**src/rtl/aq_axis_arb.sv**
```systemverilog
// aq_axis_arb: packet-level round-robin arbiter for N AXI-Stream requesters
// sharing one AXI-Stream master port. A grant is held from the first beat
// until the owner's TLAST beat is accepted, so packets never interleave.
// Packet and beat counters are kept for test visibility.
module aq_axis_arb #(
    parameter int N     = 4,
    parameter int CNT_W = 16
) (
    input  logic             CLK,
    input  logic             RST,
    input  logic [N-1:0]     PORT_MASK,
    input  logic [N*32-1:0]  S_AXIS_TDATA,
    input  logic [N*4-1:0]   S_AXIS_TSTRB,
    input  logic [N-1:0]     S_AXIS_TKEEP,
    input  logic [N-1:0]     S_AXIS_TLAST,
    input  logic [N-1:0]     S_AXIS_TVALID,
    output logic [N-1:0]     S_AXIS_TREADY,
    output logic [31:0]      M_AXIS_TDATA,
    output logic [3:0]       M_AXIS_TSTRB,
    output logic             M_AXIS_TKEEP,
    output logic             M_AXIS_TLAST,
    output logic             M_AXIS_TVALID,
    input  logic             M_AXIS_TREADY,
    output logic [N-1:0]     GRANT,
    output logic             BUSY,
    output logic [CNT_W-1:0] PKT_COUNT,
    output logic [CNT_W-1:0] BEAT_COUNT
);

    localparam int IW = $clog2(N);
    localparam logic [IW-1:0] LAST_RST = IW'(N - 1);

    typedef enum logic {
        ST_IDLE = 1'b0,
        ST_BUSY = 1'b1
    } state_t;

    state_t           r_state;
    state_t           w_state_next;
    logic [N-1:0]     r_grant;
    logic [N-1:0]     w_grant_next;
    // Index of the most recent grant; while BUSY it is also the owner index.
    logic [IW-1:0]    r_last;
    logic [IW-1:0]    w_last_next;
    logic [CNT_W-1:0] r_pkt_count;
    logic [CNT_W-1:0] r_beat_count;

    logic [31:0]      w_port_data [N];
    logic [3:0]       w_port_strb [N];
    logic [N-1:0]     w_eligible;
    logic             w_sel_found;
    logic [IW-1:0]    w_sel_idx;
    logic             w_accept;
    logic             w_pkt_done;

    // Split the flat requester buses into per-port lanes.
    for (genvar gi = 0; gi < N; gi++) begin : g_port
        assign w_port_data[gi] = S_AXIS_TDATA[32*gi +: 32];
        assign w_port_strb[gi] = S_AXIS_TSTRB[4*gi +: 4];
    end

    assign w_eligible = S_AXIS_TVALID & PORT_MASK;

    // Round-robin pick: first eligible port scanning upward from r_last+1,
    // wrapping modulo N. Scanned from the far end so the nearest one wins.
    always_comb begin
        int cand;
        cand        = 0;
        w_sel_found = 1'b0;
        w_sel_idx   = r_last;
        for (int k = N; k >= 1; k--) begin
            cand = int'(r_last) + k;
            if (cand >= N) begin
                cand = cand - N;
            end
            if (w_eligible[cand[IW-1:0]]) begin
                w_sel_found = 1'b1;
                w_sel_idx   = cand[IW-1:0];
            end
        end
    end

    // Next-state logic and the combinational mux from the owner to the master port.
    always_comb begin
        w_state_next  = r_state;
        w_grant_next  = r_grant;
        w_last_next   = r_last;
        w_accept      = 1'b0;
        w_pkt_done    = 1'b0;
        S_AXIS_TREADY = '0;
        M_AXIS_TDATA  = '0;
        M_AXIS_TSTRB  = '0;
        M_AXIS_TKEEP  = 1'b0;
        M_AXIS_TLAST  = 1'b0;
        M_AXIS_TVALID = 1'b0;
        case (r_state)
            ST_IDLE: begin
                if (w_sel_found) begin
                    w_state_next = ST_BUSY;
                    w_grant_next = {{(N-1){1'b0}}, 1'b1} << w_sel_idx;
                    w_last_next  = w_sel_idx;
                end
            end
            ST_BUSY: begin
                M_AXIS_TDATA          = w_port_data[r_last];
                M_AXIS_TSTRB          = w_port_strb[r_last];
                M_AXIS_TKEEP          = S_AXIS_TKEEP[r_last];
                M_AXIS_TLAST          = S_AXIS_TLAST[r_last];
                M_AXIS_TVALID         = S_AXIS_TVALID[r_last];
                S_AXIS_TREADY[r_last] = M_AXIS_TREADY;
                w_accept              = S_AXIS_TVALID[r_last] & M_AXIS_TREADY;
                w_pkt_done            = w_accept & S_AXIS_TLAST[r_last];
                if (w_pkt_done) begin
                    w_state_next = ST_IDLE;
                    w_grant_next = '0;
                end
            end
            default: begin
                w_state_next = ST_IDLE;
                w_grant_next = '0;
            end
        endcase
    end

    // State, grant and round-robin pointer registers; LAST resets to N-1 so port 0 leads.
    always_ff @(posedge CLK) begin
        if (RST) begin
            r_state <= ST_IDLE;
            r_grant <= '0;
            r_last  <= LAST_RST;
        end else begin
            r_state <= w_state_next;
            r_grant <= w_grant_next;
            r_last  <= w_last_next;
        end
    end

    // Wrapping packet and beat counters; a reset mid-packet discards partial progress.
    always_ff @(posedge CLK) begin
        if (RST) begin
            r_pkt_count  <= '0;
            r_beat_count <= '0;
        end else begin
            if (w_accept) begin
                r_beat_count <= r_beat_count + CNT_W'(1);
            end
            if (w_pkt_done) begin
                r_pkt_count <= r_pkt_count + CNT_W'(1);
            end
        end
    end

    assign GRANT      = r_grant;
    assign BUSY       = (r_state == ST_BUSY);
    assign PKT_COUNT  = r_pkt_count;
    assign BEAT_COUNT = r_beat_count;

endmodule

```
**config.mk**
```make
export PLATFORM = sky130hd
export DESIGN_NAME = aq_axis_arb
export DESIGN_NICKNAME = d
export VERILOG_FILES = /design/src/rtl/aq_axis_arb.sv
export SDC_FILE = /design/constraint.sdc
export NUM_CORES = 1
export LEC_CHECK = 0
export BUFFER_PORTS_ARGS = -buffer_cell sky130_fd_sc_hd__buf_2
export CAP_MARGIN = 20
export CORE_MARGIN = 2
export CORE_UTILIZATION = 25
export DETAILED_ROUTE_END_ITERATION = 7
export PLACE_DENSITY = 0.64
export SLEW_MARGIN = 15
export SYNTH_ARGS = -nofsm -noshare
export SYNTH_HDL_FRONTEND = slang
export SYNTH_SLANG_ARGS = --single-unit
```
**constraint.sdc**
```tcl
create_clock -name CLK -period 4.5 [get_ports CLK]
set_input_delay 0.9 -clock CLK [delete_from_list [all_inputs] [get_ports CLK]]
set_output_delay 0.9 -clock CLK [all_outputs]
set_load 0.005 [all_outputs]
```
# Yosys cells after proc, flatten, opt, wreduce, memory -nomap -nowiden
# Cells that the tools add are included.
[word_totals]
reg_bits = 39
latchBits = 0
mem_bits_rw = 0
rom_bits = 0
in_bits = 163
output_inout_bits = 80
n_memories = 0
[op_classes]
n_addsub = 10
multipliers = 0
n_div = 0
order_cmp = 11
n_eq_ne = 2
shifts = 1
mux = 48
bitwise_logic = 6
n_reduce_logical = 3
[ops]
columns = ["operator", "count"]
rows = [
  ["two-way mux 32 bit", 3],
  ["binary-select mux 32 bit (select 2 bit)", 1],
  ["adder 16 x 1 -> 16 bit, second input constant", 2],
  ["two-way mux 4 bit", 6],
  ["two-way mux 1 bit", 19],
  ["two-way mux 2 bit", 8],
  ["less-than comparator 2 x 3 -> 1 bit, second input constant", 5],
  ["binary-select mux 1 bit (select 2 bit)", 7],
  ["greater-or-equal comparator 3 bit, second input constant", 4],
  ["AND 4 bit", 2],
  ["binary-select mux 4 bit (select 2 bit)", 1],
  ["one-hot mux 4 bit (2 select lines)", 1],
  ["subtractor 2 x 1 -> 2 bit, second input constant", 4],
  ["adder 2 x 2 -> 3 bit, second input constant", 2],
  ["adder 2 x 3 -> 4 bit, second input constant", 1],
  ["greater-or-equal comparator 4 x 3 -> 1 bit, second input constant", 1],
  ["AND reduction 2 bit", 2],
  ["left shift 1 x 2 -> 4 bit, first input constant", 1],
  ["adder 2 x 1 -> 3 bit, second input constant", 1],
  ["inverter 2 -> 3 bit", 1],
  ["AND 1 bit", 2],
  ["demux 1 bit (select 2 bit)", 1],
  ["greater-or-equal comparator 2 x 1 -> 1 bit, second input constant", 1],
  ["inequality test 2 x 1 -> 1 bit, second input constant", 1],
  ["4 further kinds", 4],
]

# Longest topological paths before layout
# Gate-level depths: netlist (run 1).
[depth]
depth_word = 12
mapped_depth = 8
depth_no_buf = 7

# Worst setup path before layout (run 1)
# No wires, ideal clock.
[synth_path]
kind = "input -> output"
from = "input port S_AXIS_TVALID[2]"
to = "output port M_AXIS_TVALID"
arrival_time_ns = 1.659
slack_ns = 1.941
stages = 2
n_path_buf = 0
path_cell_list = "mux4_1 -> and2_1"
[synth_via]
elab_chain_cells = 3
[synth_rtl]
columns = ["element", "line", "source"]
rows = [
  ["start, declared", "16", "input logic [N-1:0] S_AXIS_TVALID,"],
  ["binary-select mux 1 bit (select 2 bit)", "109", "M_AXIS_TVALID = S_AXIS_TVALID[r_last];"],
  ["two-way mux 1 bit (implied by the code)", "109", ""],
  ["two-way mux 1 bit", "96", "case (r_state)"],
  ["end, declared", "22", "output logic M_AXIS_TVALID,"],
]
# Every way passes these cells. The select of a mux whose other input is x is not followed.

# Final worst setup path (run 1)
[layout_path]
from = "register r_last[0]"
to = "output port M_AXIS_TDATA[8]"
[layout_via]
elab_chain_cells = 5
[layout_rtl]
columns = ["element", "line", "source"]
rows = [
  ["start, declared", "43", "logic [IW-1:0] r_last;"],
  ["start signal, assigned", "134", "r_last <= w_last_next;"],
  ["inverter 2 -> 3 bit (implied by the code)", "105", "M_AXIS_TDATA = w_port_data[r_last];"],
  ["binary-select mux 32 bit (select 2 bit)", "105", ""],
  ["two-way mux 32 bit (implied by the code) (2 in series)", "105", ""],
  ["two-way mux 32 bit", "96", ""],
  ["end, declared", "18", "output logic [31:0] M_AXIS_TDATA,"],
]
# Every way passes these cells. The select of a mux whose other input is x is not followed.

==> results of run 1 <==
==> cells by family after synthesis <==
logic type,Yosys count
AOI/OAI and AO/OA,22
xor gates and xnor gates,29
adders and majority gates,6
buffers and inverters,29
DFF,39
muxes,41
and+or+nand+nor,152
==> placed cells by master (no fill, tap or decap), drive strengths merged, types with 3 or more instances in the layout <==
cell and instances:
clkbuf 7, and2 40, nor3 10, buf 244, inv 5, nand3 15, mux4 40, diode 3
nand2 20, and3 9, dfxtp 39, nand4 11, xnor2 10, xor2 19, nor2 33, and4 3
a21oi 4, o21ai 5, ha 6
==> layout make-up <==
| type | instances | area share |
|---|---|---|
| inverters | 5 | 0.00407 |
| clock buffers | 7 | 0.0288 |
| diodes | 3 | 0.00163 |
| repair buffers | 244 | 0.266 |
| well taps | 168 | 0.0456 |
| multi-input cells | 250 | 0.482 |
| flip-flops and latches | 39 | 0.170 |
| clock inverters | 1 | 0.00109 |
==> worst max path at each step <==
| stage | startpoint | endpoint | slack, ns | cells past startpoint |
|---|---|---|---|---|
| after floorplan | S_AXIS_TVALID[2] | M_AXIS_TVALID | 1.94 | 2 |
| after global placement | S_AXIS_TVALID[2] | M_AXIS_TVALID | 1.57 | 4 |
| after detailed placement | S_AXIS_TVALID[2] | M_AXIS_TVALID | 1.55 | 4 |
| after CTS | r_last[0]$_SDFFE_PP1P_ | M_AXIS_TLAST | 1.43 | 3 |
| after global routing | r_last[0]$_SDFFE_PP1P_ | M_AXIS_TVALID | 1.31 | 3 |
| final | r_last[0]$_SDFFE_PP1P_ | M_AXIS_TDATA[8] | 1.48 | 3 |
==> metal layers <==
layer	share of wire	wire, um	global-route usage	vias up
li1	-	-	-	1629
met1	0.44	5030	0.216	1642
met2	0.45	5170	0.258	144
met3	0.089	1020	0.0549	20
met4	0.017	190	0.0357	6
met5	0.0036	41	0	-
==> stage by stage <==
stage,std cells,worst slack [ns]
finish,717,1.48
global route,715,1.31
CTS,714,1.43
detailed placement,706,1.55
global placement,706,1.57
floorplan,318,1.94
==> critical path, cell delays in order (launching register included) <==
cell     delay (ns)
dfxtp_4        0.89
mux4_2         0.60
and2_1         0.18
buf_2          0.13
==> state kept, by name, summed over array words and instances, names as in the netlist <==
| name | flops |
|---|---|
| GRANT | 4 |
| BEAT_COUNT | 16 |
| BUSY | 1 |
| r_last | 2 |
| PKT_COUNT | 16 |
==> where the power goes <==
group | internal [mW] | total [mW] | switching (mW)
Clock | 0.205 | 0.332 | 0.128
Combinational | 0.240 | 0.390 | 0.151
Sequential | 0.356 | 0.400 | 0.0444
==> out/results.tsv, run 1 <==
stage	metric	value	unit
run_status	outcome	completed	
worst_hold_path	Hold Path Stages	2	
logic_synthesis	cell area after synthesis	0.00313	mm^2
logic_synthesis	Ys Warns	0	
floorplanning	core area	0.0121	mm^2
timing	max_slew headroom	0.423	
global_route	initial antenna violation count	6	
logic_synthesis	Adder-Cell Fraction of Synth Area	0.0240	
power	leakage power	2.23	nW
placed_design	final HPWL from detailed placement	9.30	mm
logic_synthesis	simple-gate share of the synthesized area	0.259	
clock_tree	total CTS buffers	5	
clock_tree	post-CTS sizing	0	
clock_tree	Clock Latency Late Sink	0.27	ns
floorplanning	Die Y-Extent	116	um
logic_synthesis	Synth Area in Compound Gates	0.0552	
clock_tree	Clock Path Buffers	2	
global_route	vias in the first global route	3275	
logic_synthesis	Synth top cells by count	and2_1, dfxtp_1, mux4_2	
setup_path	Setup CP Type	reg -> out	
cells_and_area	Multi-input gate area	0.00222	mm^2
clock_tree	# clock sinks	39	
timing	post-route setup TNS	0	ns
logic_synthesis	Post-synth EDFFs	0	
timing	Tmin final	3.02	ns
cells_and_area	Final Net Count	714	
placed_design	Placer Congestion	0.973	
timing	fin crit share	0.671	
logic_synthesis	syn_nets	487	
cells_and_area	Final Core Density	0.381	
logic_synthesis	Syn Inst Count	318	
detailed_routing	DR vias	3441	
logic_synthesis	Syn Area/Cell	9.83	um^2
timing	Final Hold Viols	0	
timing	Hold Slack	0.467	ns
power	total power	1.12	mW
logic_synthesis	leading area contributor after synthesis	mux4_2	
setup_path	RR Endpoint	GRANT[2]$_SDFFE_PP0P_	
clock_tree	CTS H-tree lvls	2	
logic_synthesis	#FFs+latches synth	39	
setup_path	Worst EP required	3.60	ns
global_route	first-pass GRT wire length	17.0	mm
timing	Layout Skew	0.00218	ns
logic_synthesis	share of the synthesized area in the top cell type	0.281	
clock_tree	Post-CTS Hold Fix Bufs	0	
cells_and_area	design area	0.00461	mm^2
setup_path	Reg2Reg Depth	6	
cells_and_area	share of cells above drive strength 1	0.542	
global_route	GR Overflow Total	0	
floorplanning	io pins	243	
logic_synthesis	count of cell types in the netlist	44	
detailed_routing	DRC	0	
clock_tree	CTS tree	yes	
logic_synthesis	count leader, synth	and2_1	
worst_hold_path	WHS Endpoint	GRANT[1]$_SDFFE_PP0P_	
global_route	gr usage total	0.163	
logic_synthesis	Async S/R FF share, synth	0	
logic_synthesis	xor and xnor fraction of the mapped netlist area	0.0812	
clock_tree	Clock Pin Slew Worst Setup and Hold Paths	0.05	ns
setup_path	crit path DAT	2.12	ns
setup_path	crit-path max FO	51	
detailed_routing	Routed Antenna Nets	0	
setup_path	Worst Setup Start Kind	flip-flop	
logic_synthesis	share of synthesized area spent on multiplexers	0.293	
flow_run	Max Cap Viol	0	
power	VDD IR max	0.225	mV
detailed_routing	drt via density	4.80	
logic_synthesis	sequential fraction of the synthesis area	0.250	
detailed_routing	DRT Wirelength	11.5	mm
worst_hold_path	hold_sp	GRANT[1]$_SDFFE_PP0P_	
logic_synthesis	main combinational cell family by area after synthesis	multiplexers	
detailed_routing	DRT Pass-1 Iters	7	
global_route	largest net degree at the start of global routing	52	
power	PwrDens	243	mW/mm^2
timing	maximum clock frequency	331	MHz
clock_tree	Root Buffer	clkbuf_16	
timing	RSZ-0062 raised after global routing	no	
setup_path	Worst setup EP type	output pin	
cells_and_area	FF+latch area	786	um^2
logic_synthesis	largest cells by area after synthesis	mux4_2, dfxtp_1, and2_1, xor2_1, nor2_1	
timing	Slew Limit Fails	0	
floorplanning	chip width	116	um
setup_path	FF-to-FF setup slack	1.69	ns
placed_design	IO buf count	242	
cells_and_area	fill count	1253	
timing	worst-margin pin slew	0.866	ns
worst_hold_path	Hold Path Class	reg -> reg	
setup_path	reg-to-reg critical path startpoint	r_last[0]$_SDFFE_PP1P_	
clock_tree	postcts setup bufs	0	
detailed_routing	1st-iter DRT viols	159	
cells_and_area	Area growth syn-to-layout	47.5	%
floorplanning	row count	40	
placed_design	area post-placement	0.00447	mm^2
detailed_routing	routed len/inst	16.0	um
floorplanning	initial core utilization	0.258	
floorplanning	Die ar.	0.0134	mm^2
timing	Final setup viols	0	
logic_synthesis	Synth Flop Type	dfxtp_1	
No activity file was read; power rests on OpenSTA's default activity.
==> run 2: changes to the inputs <==
- clock period: 4.5 -> 2.8 ns (I/O delays scaled with it)
==> out/results.tsv, run 2 (synthesized netlist as in run 1, its figures left out) <==
stage	metric	value	unit	change
run_status	outcome	completed		unchanged
floorplanning	initial core utilization	0.258		unchanged
timing	max_slew headroom	0.609		was 0.423
clock_tree	total CTS buffers	5		unchanged
timing	fin crit share	0.922		
setup_path	CP max stage cell	dfxtp_4		unchanged
setup_path	CP cell instances	buf_12, mux4_2, and2_1, buf_2		was mux4_2, and2_1, buf_2
setup_path	Worst EP required	2.24	ns	was 3.60 ns
timing	Layout Skew	0.00548	ns	was 0.00218 ns
cells_and_area	share of cells above drive strength 1	0.546		was 0.542
timing	Final Hold Viols	0		unchanged
power	combinational power share	0.378		was 0.348
power	leakage power	2.25	nW	was 2.23 nW
cells_and_area	fill count	1286		was 1253
setup_path	Setup CP Type	reg -> out		unchanged
floorplanning	core area	0.0121	mm^2	unchanged
power	VDD IR max	0.231	mV	was 0.225 mV
cells_and_area	FF+latch area	786	um^2	unchanged
floorplanning	Die Y-Extent	116	um	unchanged
setup_path	Worst Setup Start Kind	flip-flop		unchanged
clock_tree	post-CTS sizing	0		unchanged
global_route	largest net degree at the start of global routing	36		was 52
power	PwrDens	389	mW/mm^2	was 243 mW/mm^2
global_route	vias in the first global route	3386		was 3275
global_route	initial antenna violation count	6		unchanged
cells_and_area	Area growth syn-to-layout	48.5	%	was 47.5%
cells_and_area	Multi-input gate area	0.00222	mm^2	unchanged
placed_design	IO buf count	242		unchanged
cells_and_area	most common cell after layout, fill and taps aside	buf_2		unchanged
timing	maximum clock frequency	387	MHz	
detailed_routing	Routed Antenna Nets	0		unchanged
detailed_routing	1st-iter DRT viols	146		was 159
power	total internal power	1.29	mW	was 0.800 mW
cells_and_area	Final Net Count	718		was 714
clock_tree	Clock Path Buffers	2		unchanged
power	total power	1.81	mW	was 1.12 mW
clock_tree	# clock sinks	39		unchanged
detailed_routing	routed len/inst	15.9	um	was 16.0 um
setup_path	Worst setup EP type	output pin		unchanged
power	Sw Ratio	0.286		was 0.287
flow_run	Max Cap Viol	0		unchanged
floorplanning	io pins	243		unchanged
clock_tree	Post-CTS Hold Fix Bufs	0		unchanged
power	switching pwr	0.516	mW	was 0.323 mW
placed_design	Placer Congestion	0.969		was 0.973
timing	worst-margin pin slew	0.582	ns	was 0.866 ns
detailed_routing	DRC	0		unchanged
detailed_routing	drt via density	4.75		was 4.80
setup_path	crit path DAT	2.02	ns	was 2.12 ns
floorplanning	chip width	116	um	unchanged
clock_tree	Root Buffer	clkbuf_16		unchanged
timing	Slew Limit Fails	0		unchanged
floorplanning	row count	40		unchanged
power	Clk network pwr share	0.288		was 0.296
detailed_routing	DRT Pass-1 Iters	4		was 7
timing	post-route setup TNS	0	ns	unchanged
power	sequential fraction of design power	0.334		was 0.356
setup_path	Max stage delay on crit path	0.58	ns	was 0.89 ns
placed_design	final HPWL from detailed placement	9.55	mm	was 9.30 mm
clock_tree	CTS H-tree lvls	2		unchanged
setup_path	crit-path max FO	30		was 51
timing	Tmin final	2.58	ns	
global_route	gr usage total	0.164		was 0.163
global_route	GR Overflow Total	0		unchanged
setup_path	CP delay by family, top	flip-flops		unchanged
timing	Final setup viols	0		unchanged
floorplanning	Die ar.	0.0134	mm^2	unchanged
timing	RSZ-0062 raised after global routing	no		unchanged
cells_and_area	commonest cells after routing, fill and taps aside	buf_2, and2_1, mux4_2, dfxtp_1, nor2_1		unchanged
clock_tree	postcts setup bufs	0		unchanged
detailed_routing	DR vias	3416		was 3441
setup_path	Worst Path Buf+Inv	2		was 1
worst_hold_path	Hold Path Class	reg -> reg		unchanged
clock_tree	Clock Latency Late Sink	0.28	ns	was 0.27 ns
detailed_routing	DRT Wirelength	11.4	mm	was 11.5 mm
clock_tree	Clock Pin Slew Worst Setup and Hold Paths	0.06	ns	was 0.05 ns
clock_tree	CTS tree	yes		unchanged
global_route	first-pass GRT wire length	17.4	mm	was 17.0 mm
run 2: cell count changes in the layout (fill, tap and decap cells not counted), sizes merged:
cell    previous run  this run
clkbuf             7         6
clkinv             1         0
buf              244       248
run 2: power by group through the flow:
stage	Clock, mW	Combinational (mW)	Sequential (mW)
floorplan	0	0.429	0.595
detailed placement	0	0.689	0.616
global placement	0	0.671	0.616
CTS	0.534	0.691	0.605
global route	0.563	0.746	0.609
finish	0.520	0.682	0.604
run 2: per-stage QoR:
step / util / instance area [um^2] / std cells / hold slack, ns / worst slack [ns]
6_report: 0.383 / 4640 / 719 / 0.454 / 0.218
5_1_grt: 0.383 / 4640 / 717 / 0.498 / 0.0830
4_1_cts: 0.383 / 4640 / 716 / 0.453 / 0.185
3_5_place_dp: 0.372 / 4510 / 710 / 0.444 / 0.407
3_3_place_gp: 0.372 / 4510 / 710 / 0.445 / 0.503
2_1_floorplan: - / 3130 / 318 / 0.442 / 0.582
run 2: layout make-up:
cell class	instances	share of cell area
well taps	168	0.0453
multi-input cells	250	0.479
diodes	3	0.00162
flip-flops and latches	39	0.169
clock buffers	6	0.0277
inverters	5	0.00404
repair buffers	248	0.273
run 2: worst min-delay path, cell delays in order, from the launching register on:
cell	delay, ns
dfxtp_1	0.31
nand2_1	0.05
o21ai_1	0.05
run 2: path summary, 6_finish.rpt:
check | start | end | slack [ns] | depth (start not counted)
hold / removal | GRANT[3]$_SDFFE_PP0P_ | GRANT[3]$_SDFFE_PP0P_ | 0.45 | 2
setup reg to reg | r_last[0]$_SDFFE_PP1P_ | GRANT[0]$_SDFFE_PP0P_ | 0.41 | 6
hold reg to reg | GRANT[3]$_SDFFE_PP0P_ | GRANT[3]$_SDFFE_PP0P_ | 0.45 | 2
setup / recovery | r_last[0]$_SDFFE_PP1P_ | M_AXIS_TDATA[6] | 0.22 | 4
run 2: per-layer routing:
metal,GRT usage,vias to the layer above,wire length (um)
met5,0,-,44
met4,0.0333,6,138
met3,0.0612,19,1110
met2,0.256,146,5180
met1,0.220,1607,4970
li1,-,1638,-
==> run 3: changes to the inputs <==
- CORE_MARGIN: 2 -> default
- RECOVER_POWER: default -> 100
==> out/results.tsv, run 3 (synthesized netlist as in run 1, its figures left out) <==
stage	metric	value	unit	change
detailed_routing	highest metal used	met5		unchanged
detailed_routing	DR vias	3449		was 3416
placed_design	final HPWL from detailed placement	9.16	mm	was 9.55 mm
timing	Slew Limit Fails	0		unchanged
detailed_routing	DRT Wirelength	11.2	mm	was 11.4 mm
setup_path	Setup crit start	r_last[0]$_SDFFE_PP1P_		unchanged
global_route	gr usage total	0.172		was 0.164
detailed_routing	routed len/inst	15.6	um	was 15.9 um
cells_and_area	Final Net Count	716		was 718
placed_design	Placer Congestion	0.912		was 0.969
detailed_routing	met2 wirelength from detailed routing	5.22	mm	was 5.18 mm
run_status	outcome	completed		unchanged
floorplanning	chip width	114	um	was 116 um
global_route	largest net degree at the start of global routing	47		was 36
setup_path	Worst setup EP type	output pin		unchanged
cells_and_area	Area growth syn-to-layout	46.7	%	was 48.5%
worst_hold_path	Hold Path Stages	2		unchanged
setup_path	Worst EP required	2.24	ns	about the same
floorplanning	row count	40		unchanged
cells_and_area	most common cell after layout, fill and taps aside	buf_2		unchanged
setup_path	crit-path max FO	44		was 30
setup_path	Reg2Reg Depth	5		was 6
clock_tree	CTS H-tree lvls	2		unchanged
detailed_routing	DRT Pass-1 Iters	4		unchanged
clock_tree	# clock sinks	39		unchanged
power	Clk network pwr share	0.296		was 0.288
clock_tree	Clock Latency Late Sink	0.28	ns	about the same
power	PwrDens	396	mW/mm^2	was 389 mW/mm^2
detailed_routing	wire length on met3	925	um	was 1.11 mm
setup_path	Worst Setup Start Kind	flip-flop		unchanged
detailed_routing	DRC	0		unchanged
setup_path	reg-to-reg critical path startpoint	r_last[1]$_SDFFE_PP1P_		was r_last[0]$_SDFFE_PP1P_
clock_tree	Root Buffer	clkbuf_16		unchanged
setup_path	Setup CP Type	reg -> out		unchanged
clock_tree	Clock Path Buffers	2		unchanged
clock_tree	total CTS buffers	5		unchanged
floorplanning	core area	0.0121	mm^2	unchanged
power	total internal power	1.29	mW	about the same
global_route	GR Overflow Total	0		unchanged
worst_hold_path	Hold Path Class	reg -> reg		unchanged
cells_and_area	commonest cells after routing, fill and taps aside	buf_2, mux4_2, dfxtp_1, clkbuf_1, nor2_1		was buf_2, and2_1, mux4_2, dfxtp_1, nor2_1
clock_tree	postcts setup bufs	0		unchanged
detailed_routing	1st-iter DRT viols	145		was 146
power	combinational power share	0.377		was 0.378
power	switching pwr	0.531	mW	was 0.516 mW
global_route	first-pass GRT wire length	17.7	mm	was 17.4 mm
timing	Tmin final	2.55	ns	was 2.58 ns
floorplanning	initial core utilization	0.258		unchanged
power	total power	1.82	mW	was 1.81 mW
detailed_routing	M1 wire length	4.95	mm	was 4.97 mm
timing	maximum clock frequency	392	MHz	was 387 MHz
setup_path	crit path DAT	1.99	ns	was 2.02 ns
timing	max_slew headroom	0.498		was 0.609
flow_run	Max Cap Viol	0		unchanged
global_route	initial antenna violation count	4		was 6
clock_tree	Clock Pin Slew Worst Setup and Hold Paths	0.05	ns	was 0.06 ns
timing	worst-margin pin slew	0.752	ns	was 0.582 ns
timing	RSZ-0062 raised after global routing	no		unchanged
floorplanning	io pins	243		unchanged
timing	Final Hold Viols	0		unchanged
floorplanning	Die Y-Extent	114	um	was 116 um
timing	Final setup viols	0		unchanged
power	Sw Ratio	0.292		was 0.286
detailed_routing	Routed Antenna Nets	0		unchanged
clock_tree	Post-CTS Hold Fix Bufs	0		unchanged
power	VDD IR max	0.215	mV	was 0.231 mV
floorplanning	Die ar.	0.0130	mm^2	was 0.0134 mm^2
timing	post-route setup TNS	0	ns	unchanged
clock_tree	post-CTS sizing	0		unchanged
power	sequential fraction of design power	0.327		was 0.334
timing	fin crit share	0.910		was 0.922
cells_and_area	share of cells above drive strength 1	0.473		was 0.546
power	leakage power	2.08	nW	was 2.25 nW
timing	Layout Skew	0.00438	ns	was 0.00548 ns
worst_hold_path	hold_sp	GRANT[1]$_SDFFE_PP0P_		was GRANT[3]$_SDFFE_PP0P_
detailed_routing	drt via density	4.81		was 4.75
global_route	vias in the first global route	3441		was 3386
clock_tree	CTS tree	yes		unchanged
placed_design	IO buf count	242		unchanged
-- run 3: changes by cell type in the layout (fill, tap and decap cells not counted), moves of 2 or more --
cell,previous run,this run
buf_1,0,2
clkbuf_2,0,2
clkbuf_1,1,37
and2_1,40,24
buf_2,242,204
and2_0,0,16
buf_4,5,1
diode_2,3,1
-- run 3: worst paths after layout --
kind / end / slack [ns]
worst max-delay path: M_AXIS_TSTRB[3] / 0.25
worst min-delay path: GRANT[1]$_SDFFE_PP0P_ / 0.47
worst max register to register: GRANT[3]$_SDFFE_PP0P_ / 0.45
worst min register to register: GRANT[1]$_SDFFE_PP0P_ / 0.47
-- run 3: metal layers --
layer	up-vias	global-route usage
met1	1653	0.218
li1	1625	-
met3	19	0.0489
met4	2	0.0364
met2	150	0.291
met5	-	0
-- run 3: power groups by stage --
stage	clock (mW)	sequential [mW]	combinational, mW
global placement	0	0.604	0.689
detailed placement	0	0.606	0.708
global route	0.568	0.596	0.755
finish	0.537	0.594	0.685
CTS	0.543	0.594	0.709
floorplan	0	0.595	0.429
-- run 3: worst max-delay path, stage by stage, from the launching register on --
cell and delay [ns]:
dfxtp_2 0.47, buf_12 0.31, mux4_2 0.58, and2_0 0.17
buf_2 0.13
-- run 3: stage by stage --
step / hold WS (ns) / area [um^2] / utilization / instances / setup slack, ns
floorplan: 0.442 / 3130 / - / 318 / 0.582
global placement: 0.459 / 4500 / 0.372 / 708 / 0.518
detailed placement: 0.460 / 4500 / 0.372 / 708 / 0.451
CTS: 0.469 / 4640 / 0.383 / 716 / 0.231
global route: 0.516 / 4590 / 0.379 / 716 / 0.144
finish: 0.469 / 4590 / 0.379 / 717 / 0.251
-- run 3: layout make-up --
cell class	instances	area (um^2)
fill	1258	7520
clock buffer	7	133
tap	168	210
timing repair buffer	246	1220
sequential	39	782
antenna	1	2.50
multi-input combinational	250	2220
inverter	5	18.8
clock inverter	1	5.00
